`src/rtl/opcodes_pkg.sv`:
```
// Decoded-instruction types shared by the Virgule fetch/decode/execute path.
// instr_nop is the all-quiet entry presented when no instruction is available.
package opcodes_pkg;

   typedef enum logic [3:0] {
      alu_nop  = 4'd0,
      alu_add  = 4'd1,
      alu_sub  = 4'd2,
      alu_sll  = 4'd3,
      alu_slt  = 4'd4,
      alu_sltu = 4'd5,
      alu_xor  = 4'd6,
      alu_srl  = 4'd7,
      alu_sra  = 4'd8,
      alu_or   = 4'd9,
      alu_and  = 4'd10
   } alu_fn_t;

   typedef struct packed {
      logic [4:0]  rd;
      logic [4:0]  rs1;
      logic [4:0]  rs2;
      logic [2:0]  funct3;
      logic [31:0] imm;
      alu_fn_t     alu_fn;
      logic        use_pc;
      logic        use_imm;
      logic        has_rd;
      logic        is_load;
      logic        is_store;
      logic        is_branch;
      logic        is_jump;
      logic        is_mret;
   } instruction_t;

   localparam instruction_t instr_nop = '{
      rd: 5'd0, rs1: 5'd0, rs2: 5'd0, funct3: 3'd0, imm: 32'd0, alu_fn: alu_nop,
      use_pc: 1'b0, use_imm: 1'b0, has_rd: 1'b0, is_load: 1'b0, is_store: 1'b0,
      is_branch: 1'b0, is_jump: 1'b0, is_mret: 1'b0
   };

endpackage

```
`src/rtl/decode_queue.sv`:
```
// Fetch-to-decode buffer: RV32I decode into a DEPTH-entry FIFO, optional decode register stage.
// Optional per-entry illegal flag under DECODE_QUEUE_ILLEGAL_EN; flush/reset empty everything next edge.
module decode_queue
   import opcodes_pkg::*;
#(
   parameter int DEPTH             = 4,
   parameter int REGISTERED_DECODE = 0
) (
   input  logic                     clk,
   input  logic                     reset,
   input  logic                     flush,
   input  logic                     in_valid,
   output logic                     in_ready,
   input  logic [31:0]              in_pc,
   input  logic [31:0]              in_word,
   output logic                     out_valid,
   input  logic                     out_ready,
   output logic [31:0]              out_pc,
   output instruction_t             out_instr,
   output logic                     out_illegal,
   output logic [$clog2(DEPTH):0]   count
);

   localparam int AW = $clog2(DEPTH);
   localparam int CW = AW + 1;

   localparam logic [6:0] OPC_LOAD   = 7'b0000011;
   localparam logic [6:0] OPC_OP_IMM = 7'b0010011;
   localparam logic [6:0] OPC_AUIPC  = 7'b0010111;
   localparam logic [6:0] OPC_STORE  = 7'b0100011;
   localparam logic [6:0] OPC_OP     = 7'b0110011;
   localparam logic [6:0] OPC_LUI    = 7'b0110111;
   localparam logic [6:0] OPC_BRANCH = 7'b1100011;
   localparam logic [6:0] OPC_JALR   = 7'b1100111;
   localparam logic [6:0] OPC_JAL    = 7'b1101111;
   localparam logic [6:0] OPC_SYSTEM = 7'b1110011;

   function automatic alu_fn_t alu_sel(input logic [2:0] f3, input logic alt, input logic is_op);
      case (f3)
         3'b000:  alu_sel = (is_op && alt) ? alu_sub : alu_add;
         3'b001:  alu_sel = alu_sll;
         3'b010:  alu_sel = alu_slt;
         3'b011:  alu_sel = alu_sltu;
         3'b100:  alu_sel = alu_xor;
         3'b101:  alu_sel = alt ? alu_sra : alu_srl;
         3'b110:  alu_sel = alu_or;
         default: alu_sel = alu_and;
      endcase
   endfunction

   logic [6:0]   opc;
   logic [2:0]   f3;
   logic         rd_nz;
   logic [31:0]  imm_i, imm_s, imm_b, imm_u, imm_j;
   instruction_t dec_instr;

   assign opc   = in_word[6:0];
   assign f3    = in_word[14:12];
   assign rd_nz = (in_word[11:7] != 5'd0);
   assign imm_i = {{20{in_word[31]}}, in_word[31:20]};
   assign imm_s = {{20{in_word[31]}}, in_word[31:25], in_word[11:7]};
   assign imm_b = {{19{in_word[31]}}, in_word[31], in_word[7], in_word[30:25], in_word[11:8], 1'b0};
   assign imm_u = {in_word[31:12], 12'd0};
   assign imm_j = {{11{in_word[31]}}, in_word[31], in_word[19:12], in_word[20], in_word[30:21], 1'b0};

   always_comb begin
      dec_instr        = instr_nop;
      dec_instr.rd     = in_word[11:7];
      dec_instr.rs1    = in_word[19:15];
      dec_instr.rs2    = in_word[24:20];
      dec_instr.funct3 = f3;
      case (opc)
         OPC_LOAD: begin
            dec_instr.imm     = imm_i;
            dec_instr.alu_fn  = alu_add;
            dec_instr.use_imm = 1'b1;
            dec_instr.has_rd  = rd_nz;
            dec_instr.is_load = 1'b1;
         end
         OPC_OP_IMM: begin
            dec_instr.imm     = imm_i;
            dec_instr.alu_fn  = alu_sel(f3, in_word[30], 1'b0);
            dec_instr.use_imm = 1'b1;
            dec_instr.has_rd  = rd_nz;
         end
         OPC_AUIPC: begin
            dec_instr.imm     = imm_u;
            dec_instr.alu_fn  = alu_add;
            dec_instr.use_pc  = 1'b1;
            dec_instr.use_imm = 1'b1;
            dec_instr.has_rd  = rd_nz;
         end
         OPC_STORE: begin
            dec_instr.imm      = imm_s;
            dec_instr.alu_fn   = alu_add;
            dec_instr.use_imm  = 1'b1;
            dec_instr.is_store = 1'b1;
         end
         OPC_OP: begin
            dec_instr.alu_fn = alu_sel(f3, in_word[30], 1'b1);
            dec_instr.has_rd = rd_nz;
         end
         OPC_LUI: begin
            dec_instr.imm     = imm_u;
            dec_instr.use_imm = 1'b1;
            dec_instr.has_rd  = rd_nz;
         end
         OPC_BRANCH: begin
            dec_instr.imm       = imm_b;
            dec_instr.alu_fn    = alu_add;
            dec_instr.use_pc    = 1'b1;
            dec_instr.is_branch = 1'b1;
         end
         OPC_JALR: begin
            dec_instr.imm     = imm_i;
            dec_instr.alu_fn  = alu_add;
            dec_instr.use_imm = 1'b1;
            dec_instr.has_rd  = rd_nz;
            dec_instr.is_jump = 1'b1;
         end
         OPC_JAL: begin
            dec_instr.imm     = imm_j;
            dec_instr.alu_fn  = alu_add;
            dec_instr.use_pc  = 1'b1;
            dec_instr.use_imm = 1'b1;
            dec_instr.has_rd  = rd_nz;
            dec_instr.is_jump = 1'b1;
         end
         OPC_SYSTEM: begin
            dec_instr.imm     = imm_i;
            dec_instr.use_imm = 1'b1;
            dec_instr.is_mret = (f3 == 3'b000) && (in_word[31:20] == 12'h302);
         end
         default: ;
      endcase
   end

`ifdef DECODE_QUEUE_ILLEGAL_EN
   logic       dec_illegal;
   logic [6:0] f7;
   assign f7 = in_word[31:25];

   always_comb begin
      dec_illegal = 1'b0;
      case (opc)
         OPC_OP:     dec_illegal = !((f7 == 7'h00) ||
                                     ((f7 == 7'h20) && ((f3 == 3'b000) || (f3 == 3'b101))));
         OPC_OP_IMM: begin
            if (f3 == 3'b001)      dec_illegal = (f7 != 7'h00);
            else if (f3 == 3'b101) dec_illegal = !((f7 == 7'h00) || (f7 == 7'h20));
         end
         OPC_LOAD:   dec_illegal = (f3 == 3'b011) || (f3 == 3'b110) || (f3 == 3'b111);
         OPC_STORE:  dec_illegal = (f3 > 3'b010);
         OPC_BRANCH: dec_illegal = (f3 == 3'b010) || (f3 == 3'b011);
         OPC_JALR:   dec_illegal = (f3 != 3'b000);
         OPC_SYSTEM: dec_illegal = !dec_instr.is_mret;
         OPC_LUI, OPC_AUIPC, OPC_JAL: dec_illegal = 1'b0;
         default:    dec_illegal = 1'b1;
      endcase
   end
`endif

   logic [AW-1:0] wr_ptr_q, wr_ptr_d, rd_ptr_q, rd_ptr_d;
   logic [CW-1:0] count_q, count_d, occ;
   logic          push, wr_en, rd_en, stg_vld;
   instruction_t  wr_instr;
   logic [31:0]   wr_pc;
`ifdef DECODE_QUEUE_ILLEGAL_EN
   logic          wr_ill;
`endif

   // The decode stage counts toward occupancy so a stalled stage never loses its entry.
   assign occ      = count_q + CW'(stg_vld);
   assign in_ready = !reset && !flush && (occ < CW'(DEPTH));
   assign push     = in_valid && in_ready;

   generate
      if (REGISTERED_DECODE != 0) begin : g_stage
         logic         vld_q, vld_d;
         instruction_t instr_q, instr_d;
         logic [31:0]  pc_q, pc_d;
         logic         fifo_full;
`ifdef DECODE_QUEUE_ILLEGAL_EN
         logic         ill_q, ill_d;
`endif
         assign fifo_full = (count_q == CW'(DEPTH));

         always_comb begin
            vld_d   = vld_q;
            instr_d = instr_q;
            pc_d    = pc_q;
`ifdef DECODE_QUEUE_ILLEGAL_EN
            ill_d   = ill_q;
`endif
            if (vld_q && !fifo_full) vld_d = 1'b0;
            if (push) begin
               vld_d   = 1'b1;
               instr_d = dec_instr;
               pc_d    = in_pc;
`ifdef DECODE_QUEUE_ILLEGAL_EN
               ill_d   = dec_illegal;
`endif
            end
         end

         always_ff @(posedge clk) begin
            if (reset || flush) vld_q <= 1'b0;
            else                vld_q <= vld_d;
            instr_q <= instr_d;
            pc_q    <= pc_d;
`ifdef DECODE_QUEUE_ILLEGAL_EN
            ill_q   <= ill_d;
`endif
         end

         assign stg_vld  = vld_q;
         assign wr_en    = vld_q && !fifo_full && !reset && !flush;
         assign wr_instr = instr_q;
         assign wr_pc    = pc_q;
`ifdef DECODE_QUEUE_ILLEGAL_EN
         assign wr_ill   = ill_q;
`endif
      end else begin : g_direct
         assign stg_vld  = 1'b0;
         assign wr_en    = push;
         assign wr_instr = dec_instr;
         assign wr_pc    = in_pc;
`ifdef DECODE_QUEUE_ILLEGAL_EN
         assign wr_ill   = dec_illegal;
`endif
      end
   endgenerate

   instruction_t mem_instr_q [DEPTH];
   logic [31:0]  mem_pc_q    [DEPTH];

   assign out_valid = (count_q != '0);
   assign rd_en     = out_valid && out_ready;

   always_comb begin
      wr_ptr_d = wr_ptr_q + AW'(wr_en);
      rd_ptr_d = rd_ptr_q + AW'(rd_en);
      count_d  = count_q + CW'(wr_en) - CW'(rd_en);
   end

   always_ff @(posedge clk) begin
      if (reset || flush) begin
         wr_ptr_q <= '0;
         rd_ptr_q <= '0;
         count_q  <= '0;
      end else begin
         wr_ptr_q <= wr_ptr_d;
         rd_ptr_q <= rd_ptr_d;
         count_q  <= count_d;
      end
   end

   always_ff @(posedge clk) begin
      if (wr_en) begin
         mem_instr_q[wr_ptr_q] <= wr_instr;
         mem_pc_q[wr_ptr_q]    <= wr_pc;
      end
   end

   assign out_instr = out_valid ? mem_instr_q[rd_ptr_q] : instr_nop;
   assign out_pc    = out_valid ? mem_pc_q[rd_ptr_q] : 32'd0;
   assign count     = count_q;

`ifdef DECODE_QUEUE_ILLEGAL_EN
   logic mem_ill_q [DEPTH];
   always_ff @(posedge clk) begin
      if (wr_en) mem_ill_q[wr_ptr_q] <= wr_ill;
   end
   assign out_illegal = out_valid ? mem_ill_q[rd_ptr_q] : 1'b0;
`else
   assign out_illegal = 1'b0;
`endif

endmodule

```
`config.mk`:
```
export PLATFORM = sky130hd
export DESIGN_NAME = decode_queue
export DESIGN_NICKNAME = d
export VERILOG_FILES = /design/src/rtl/opcodes_pkg.sv /design/src/rtl/decode_queue.sv
export SDC_FILE = /design/constraint.sdc
export NUM_CORES = 1
export LEC_CHECK = 0
export BUFFER_PORTS_ARGS = -buffer_cell sky130_fd_sc_hd__buf_2
export CAP_MARGIN = 0
export CELL_PAD_IN_SITES_DETAIL_PLACEMENT = 2
export CELL_PAD_IN_SITES_GLOBAL_PLACEMENT = 2
export CORE_MARGIN = 2
export CORE_UTILIZATION = 38
export DETAILED_ROUTE_END_ITERATION = 7
export HOLD_SLACK_MARGIN = 0.08
export PLACE_DENSITY_LB_ADDON = 0.25
export SLEW_MARGIN = 20
export SYNTH_ARGS = -nofsm -noshare
export SYNTH_HDL_FRONTEND = slang
export SYNTH_SLANG_ARGS = --single-unit
```
`constraint.sdc`:
```
create_clock -name clk -period 16.52 [get_ports clk]
set_input_delay 1.652 -clock clk [delete_from_list [all_inputs] [get_ports clk]]
set_output_delay 1.652 -clock clk [all_outputs]
set_load 0.01 [all_outputs]
```
Yosys cells after proc, flatten, opt, wreduce, memory -nomap -nowiden
Memory sizes are Yosys's and may differ from the RTL's. A register that Yosys moved wholly into a read port is not among the register bits. Cells that the tools add are included.

Flip-flop bits (word level): 7. Bits in writable memories: 376. Bits of input ports: 69. Output and inout port bits: 100. Memories kept: 2.

Memory list: mem_instr_q (words 4, width 62, rd ports 1, clocked after Yosys merged registers in 1, write ports 1, line decode_queue.sv:234) `instruction_t mem_instr_q [DEPTH];`; mem_pc_q (words 4, width 32, rd ports 1, clocked after Yosys merged registers in 1, write ports 1, line decode_queue.sv:235) `logic [31:0] mem_pc_q [DEPTH];`.

Add/sub/neg operators: 4. $lt $le $gt $ge: 1. Eq/ne operators: 17. Muxes and demuxes: 20. Reductions and logical operators: 18.

Operators by type and width (count): $pmux W32 S5 (1); $mux W62 (1); $pmux W4 S7 (2); $mux W32 (1); $eq A7 B7 Y1 const B (4); $eq A7 B6 Y1 const B (3); $eq A7 B5 Y1 const B (2); $eq A12 B10 Y1 const B (1); $pmux W4 S3 (1); $mux W1 (10); $eq A3 B3 Y1 const B (3); $reduce_or A8 Y1 (1); $eq A7 B2 Y1 const B (1); $reduce_or A7 Y1 (1); $eq A3 B2 Y1 const B (2); $mux W2 (3); $reduce_or A6 Y1 (1); $logic_and A1 B1 Y1 (5); $reduce_bool A5 Y1 (1); $add A2 B1 Y2 (2); $mux W4 (1); $reduce_or A2 Y1 (2); $reduce_or A4 Y1 (1); $add A3 B1 Y3 (1); 8 further kinds (9).

Logic depth before layout (Yosys ltp)
Gate-level depths: netlist of run 1.

Word-level depth: 6. Depth in mapped cells: 11. Depth with buffers taken out: 10.

Worst setup path after synthesis of run 1
No wires, ideal clock.

Kind: in2reg. From: input flush. To: memory mem_instr_q[0][0] in the netlist's numbering, enable pin. Library setup time: 0.662 ns. Data arrival time: 8.670 ns. Setup slack: 7.187 ns. Stages: 4. Buffers on the path: 0. Cells stage by stage: or2_2 > nor2_1 > nand2_1 > nor3_1.

Cells in the longest elaborated chain, start to end: 6.

RTL lines: from (decl) (line decode_queue.sv:11) `input logic flush,`; $logic_not A1 Y1 (line decode_queue.sv:174) `assign in_ready = !reset && !flush && (occ < CW'(DEPTH));`; $logic_and A1 B1 Y1 (2 in series) (line decode_queue.sv:174); named net in_ready (line decode_queue.sv:13) `output logic in_ready,`; $logic_and A1 B1 Y1 (line decode_queue.sv:175) `assign push = in_valid && in_ready;`; $mux W1 (line decode_queue.sv:259) `if (wr_en) begin`; $mux W1 (not written as such) (line decode_queue.sv:260) `mem_instr_q[wr_ptr_q] <= wr_instr;`; to (decl) (line decode_queue.sv:234).

The timed path passes the listed nets, and every way through them passes these cells.

==> results of run 1 <==
## power by group
part	switching (mW)	internal, mW
Sequential	0.00251	1.07
Combinational	0.0563	0.0340
Clock	0.367	0.506
Total	0.425	1.61
## per-stage QoR
step	total power [mW]	worst slack [ns]	instances
3_5_place_dp	1.19	12.06	1427
2_1_floorplan	1.14	7.19	771
4_1_cts	2.07	11.77	1497
6_report	2.04	11.89	1498
5_1_grt	2.11	11.74	1497
3_3_place_gp	1.18	12.16	1427
## critical path: cells and delay by family (launching register included)
family | cells | cell delay, ns
simple gates | 1 | 0.23
flops | 1 | 0.70
mux | 1 | 0.43
buf+inv | 2 | 0.97
## cell usage after synthesis, drive strengths merged, types with 3 or more instances
| library cell | instances |
|---|---|
| nand2 | 10 |
| inv | 10 |
| clkbuf | 21 |
| mux4 | 94 |
| a22o | 4 |
| ha | 4 |
| and3 | 3 |
| nor4 | 4 |
| xnor2 | 5 |
| a31oi | 3 |
| nand3 | 4 |
| buf | 26 |
| dfxtp | 7 |
| o21ai | 7 |
| a21o | 20 |
| edfxtp | 376 |
| and4b | 3 |
| nor3 | 5 |
| nor2b | 11 |
| nor2 | 19 |
| a21oi | 6 |
| and2 | 100 |
## placed cells by master (no fill, tap or decap), drive strengths merged, types with 2 or more instances in the layout
cell	netlist	routed
edfxtp	376	376
buf	26	178
and2	100	100
mux4	94	94
clkbuf	21	58
a21o	20	20
nor2	19	19
inv	10	11
nor2b	11	11
nand2	10	10
clkinv	0	9
o21ai	7	7
dfxtp	7	7
a21oi	6	6
xnor2	5	5
nor3	5	5
nand3	4	4
nor4	4	4
a22o	4	4
ha	4	4
and4b	3	3
a31oi	3	3
and3	3	3
nand3b	2	2
a211oi	2	2
nor4b	2	2
bufinv	0	2
or3	2	2
a31o	2	2
## metal layers
metal	track usage (%)	part of all wire, %	vias up
li1	-	-	3431
met1	24.7	43	4158
met2	30.8	50	177
met3	3.98	4.9	53
met4	4.91	2.1	0
met5	0	0	-
## worst paths after layout
kind | cells past startpoint | to | start
hold reg to reg | 2 | count[2] | count[2]
setup / recovery | 4 | out_instr[46] | rd_ptr_q[1]
setup reg to reg | 10 | count[2] | count[2]
hold / removal | 2 | count[2] | count[2]
## flip-flops by register name, indices dropped and copies added (netlist names)
signal / flops
wr_ptr_q: 2
rd_ptr_q: 2
mem_instr_q: 248
mem_pc_q: 128
count: 3
## cells by family after synthesis
group	share of synthesized area (%)
buffers and inverters	2.35
AO/OA/AOI/OAI	2.55
other	0.0242
AND/OR/NAND/NOR	6.68
XOR/XNOR	0.340
multiplexers	13.7
adder cells (fa/ha/maj)	0.453
flip-flops	73.9
## layout make-up
cell class | count | area (sq um)
fill | 3692 | 21900
sequential | 383 | 11400
multi-input combinational | 331 | 3700
clock buffer | 58 | 1130
timing repair buffer | 178 | 922
tap | 525 | 657
clock inverter | 12 | 106
inverter | 10 | 37.5
antenna | 1 | 2.50
==> results by group, run 1 <==
Status
  – Status: complete, no violations

Clocking
  – Reg clk slew, reported paths: 0.05 ns
  – CTS H-tree depth: 2
  – CTS tree: yes
  – CTS buffer count: 42
  – Root cell of the clock tree: clkbuf_16
  – Longest Clk Path Bufs: 3
  – Post-CTS Setup Inserts: 0
  – Clk Latency, worst-skew pair: 0.57 ns
  – Clk sinks: 383
  – CTS Hold Buffers Added: 0
  – CTS resizes: 0

Floorplan
  – CORE AREA: 39900 sq um
  – Starting Density: 38.7%
  – Die X: 206 um
  – Chip height: 206 um
  – Row cnt: 73
  – Die area: 42300 sq um
  – Ports: 169

Synthesis
  – Async SR Flop Fraction: 0%
  – Synthesized area per cell: 20.1 sq um
  – Area contributors post-synth: edfxtp_1 (73%), mux4_2 (14%), and2_1 (4.0%)
  – Synth unique cells: 52
  – EDFF count, synth: 376
  – Leading area contributor after synthesis: edfxtp_1
  – Synth Flop Type: edfxtp_1
  – Cell count after synthesis: 771
  – Yosys top cell area share: 73.0%
  – Yosys reg bits: 383
  – Syn Std Cell Area: 15500 sq um
  – Sequential area share after synthesis: 73.9%
  – Synth warn: 0
  – Post-Syn Nets: 845

Timing
  – Hold_ws: 0.569 ns
  – Fmax: 216 MHz
  – Final hold vios: 0
  – Unrepaired setup endpoints after global routing: no
  – Actual slew at the worst max-slew pin: 0.984 ns
  – Fin crit period: 4.63 ns
  – Clock Skews: 0.0308 ns
  – Period utilisation layout: 28.0%
  – Final TNS setup: 0 ns
  – Slew Viols, Final: 0
  – Setup-failing EPs final: 0
  – Slew headroom: 34.4%

Layout
  – Final core occ: 45.1%
  – Area Growth Syn to Fin: 16.3%
  – Nets: 1020
  – Layout cell share with drive strength beyond 1: 34.4%
  – Design area: 18000 sq um

Global routing
  – First-pass GRT wire length: 57.0 mm
  – Pin count of the biggest net entering global routing: 63
  – Vias in the first global route: 8817
  – GRT overflow: 0
  – Initial antenna violation count: 1
  – GRT Resource Usage Total: 18.5%

Setup path
  – Critical path peak fanout: 60
  – R2r setup slk: 13.21 ns
  – Element type at the critical path start: flop
  – Crit path cell chain: buf_4, mux4_2, and2_1, buf_2
  – Kind of critical path: flop to primary output
  – Worst path max stage delay: 0.81 ns
  – CP max stage cell: buf_4
  – Worst Path Required: 14.87 ns
  – WP data arrival: 2.97 ns
  – Crit. End Element: primary output

Power
  – Lkg Pwr: 6.54 nW
  – Peak supply drop: 0.0000865 V
  – Pwr/cell area: 113 nW/um^2

Placed design
  – GPL Wtd Cong: 0.740
  – Number of buffers added on ports: 167
  – Hpwl dp: 23.2 mm
  – Placement Cell Area: 16700 sq um

Drt
  – DRC violation count after routing: 0
  – Avg Vias per Cell: 5.22
  – WL/cell: 25.4 um
  – Drt initial violations: 431
  – Routed Antenna Nets: 0
  – Routed WL: 38.0 mm
  – Vias: 7819
  – First-pass DRT Iterations: 4

Worst hold path
  – Worst hold path class: flop to flop

Run
  – Max-cap violations: 0
(Power assumes the default switching activity.)
==> run 2: changes to the inputs <==
- clock period: 16.52 -> 4.6 ns (I/O delays scaled with it)
==> run 2 against run 1 <==
Utilization is 0.31 points higher. Cell count rose by 0.40%. Via count increased by 0.54%. Sequential share of layout area decreased by 0.44 points. Clock skew down 0.00072 ns. Die area is the same. Clock-buffer cell count increased by 2. Critical path depth unchanged. Combinational power rose to 3.6 times the previous value. Register-to-register slack got worse by 11 ns. Total power rose to 3.7 times the previous value.
==> results by group, run 2 (synthesis gave the netlist of run 1 again) <==
Placed design
  – Number of buffers added on ports: 167 (unchanged)
  – Hpwl dp: 22.5 mm (-2.9%)
  – Setup WS pre-CTS: 1.63 ns (-10.43 ns)
  – Placement Cell Area: 16800 sq um (+0.24%)
  – GPL Wtd Cong: 0.720 (-2.7%)

Global routing
  – GRT Resource Usage Total: 18.2% (-0.30 points)
  – Pin count of the biggest net entering global routing: 97 (+54%)
  – First-pass GRT wire length: 56.2 mm (-1.5%)
  – GRT overflow: 0 (unchanged)
  – Vias in the first global route: 8664 (-1.7%)
  – Initial antenna violation count: 1 (unchanged)

Floorplan
  – Die X: 206 um (unchanged)
  – CORE AREA: 39900 sq um (unchanged)
  – Ports: 169 (unchanged)
  – Die area: 42300 sq um (unchanged)
  – Starting Density: 38.7% (unchanged)
  – Chip height: 206 um (unchanged)
  – Row cnt: 73 (unchanged)

Power
  – Sw Ratio: 20.8% (-0.053 points)
  – Reg power frac: 51.7% (-1.0 points)
  – Lkg Pwr: 6.58 nW (+0.62%)
  – Pwr/cell area: 411 nW/um^2 (+260%)
  – Comb pwr share: 4.4% (about the same)
  – Peak supply drop: 0.000329 V (+280%)
  – Clk pwr share: 43.9% (+1.0 points)
  – Switching Power: 1.55 mW (+260%)
  – Cell-internal power: 5.89 mW (+270%)

Timing
  – Slew Viols, Final: 0 (unchanged)
  – Final hold vios: 0 (unchanged)
  – Fin crit period: 3.05 ns
  – Fmax: 328 MHz
  – Actual slew at the worst max-slew pin: 1.05 ns (+0.0633 ns)
  – Hold_ws: 0.120 ns (-0.449 ns)
  – Final setup margin: 1.55 ns (-10.35 ns)
  – Clock Skews: 0.0301 ns (-0.000724 ns)
  – Unrepaired setup endpoints after global routing: no
  – Setup-failing EPs final: 0 (unchanged)
  – Slew headroom: 30.1% (-4.2 points)
  – Period utilisation layout: 66.4%

Layout
  – Nets: 1020 (unchanged)
  – Design area: 18100 sq um (+0.70%)
  – Layout cell share with drive strength beyond 1: 34.6% (+0.20 points)
  – Biggest register: mem_instr_q
  – Most common cell after layout, fill and taps aside: edfxtp_1
  – Max reg flops: 248 (unchanged)
  – Most frequent cells in the layout: edfxtp_1 (376), buf_2 (167), and2_1 (100)
  – Area Growth Syn to Fin: 17.2%

Clocking
  – CTS Hold Buffers Added: 0 (unchanged)
  – Post-CTS Setup Inserts: 0 (unchanged)
  – CTS tree: yes
  – Clk sinks: 383 (unchanged)
  – CTS resizes: 0 (unchanged)
  – Root cell of the clock tree: clkbuf_16
  – Clk Latency, worst-skew pair: 0.57 ns (about the same)
  – CTS H-tree depth: 2 (unchanged)
  – CTS buffer count: 43 (+2.4%)
  – Longest Clk Path Bufs: 3 (unchanged)
  – Reg clk slew, reported paths: 0.06 ns (about the same)

Setup path
  – CP endpoint: out_instr[43]
  – Crit-path leading delay family: flip-flops
  – Worst r2r dst: count[2]
  – Worst R2R Path Depth: 9 (-1)
  – CP max stage cell: dfxtp_4
  – Crit. End Element: primary output
  – WP data arrival: 2.59 ns (-0.38 ns)
  – Worst path max stage delay: 0.89 ns (+0.08 ns)
  – Crit path cell chain: buf_12, mux4_2, and2_1, buf_2
  – Kind of critical path: flop to primary output
  – Worst path depth: 4 (unchanged)
  – Worst r2r src: count[2]
  – Critical path peak fanout: 49 (-18%)
  – Worst Path Required: 4.14 ns (-10.73 ns)
  – WP buf/inv: 2 (unchanged)
  – CP Launch Point: rd_ptr_q[1]
  – Element type at the critical path start: flop
  – R2r setup slk: 1.77 ns (-11.44 ns)

Drt
  – WL/cell: 24.9 um (-1.7%)
  – Drt initial violations: 526 (+22%)
  – Routed Antenna Nets: 0 (unchanged)
  – DRC violation count after routing: 0 (unchanged)
  – Routed WL: 37.5 mm (-1.3%)
  – First-pass DRT Iterations: 5 (+1)
  – Vias: 7861 (+0.54%)
  – Avg Vias per Cell: 5.23 (+0.14%)

Worst hold path
  – Worst hold path startpoint: in_pc[6]
  – Worst hold path class: primary input to flop

Status
  – Status: complete, no violations

Run
  – Max-cap violations: 0 (unchanged)
[run 2: final cells by class]
type                    instances  area, sq um
inverters                      10         37.5
repair buffers                177          948
diodes                          1         2.50
multi-input cells             331         3710
clock inverters                17          166
flip-flops and latches        383        11400
well taps                     525          657
fillers                      3642        21800
clock buffers                  60         1160
[run 2: worst register-to-register path: stages (launching register included)]
cell,delay (ns)
dfxtp_1,0.34
or3_4,0.73
and2_1,0.36
ha_1,0.28
inv_1,0.04
ha_1,0.19
fa_1,0.42
xnor2_1,0.19
xnor2_1,0.14
nor2_1,0.05
[run 2: per-layer routing]
metal	track usage [%]	up-vias	routed length, um
met5	0	-	0
met4	5.27	0	702
met3	2.88	49	1770
met2	29.4	215	18200
met1	25.6	4157	16800
li1	-	3440	-
[run 2: power groups by stage]
| stage | sequential, mW | clock (mW) | combinational (mW) |
|---|---|---|---|
| after floorplan | 3.93 | 0 | 0.177 |
| after global placement | 3.92 | 0 | 0.325 |
| after detailed placement | 3.92 | 0 | 0.335 |
| after CTS | 3.85 | 3.38 | 0.337 |
| after global routing | 3.85 | 3.49 | 0.359 |
| final | 3.85 | 3.27 | 0.326 |
[run 2: through the flow]
step           util [%]  power, mW  TNS, ns  instances
2_1_floorplan         -       4.10   -62.02        771
3_3_place_gp       42.1       4.25        0       1426
3_5_place_dp       42.1       4.26        0       1426
4_1_cts            45.4       7.57        0       1503
5_1_grt            45.4       7.71        0       1503
6_report           45.4       7.45        0       1504
[run 2: how the worst min path moves through the flow]
stage          slack (ns)             end  cells after the start
2_1_floorplan        0.55     wr_ptr_q[1]                      2
5_1_grt              0.10  mem_pc_q[0][6]                      1
4_1_cts              0.08  mem_pc_q[1][6]                      1
3_5_place_dp         0.57        count[2]                      2
3_3_place_gp         0.57        count[2]                      2
6_report             0.12  mem_pc_q[1][6]                      1
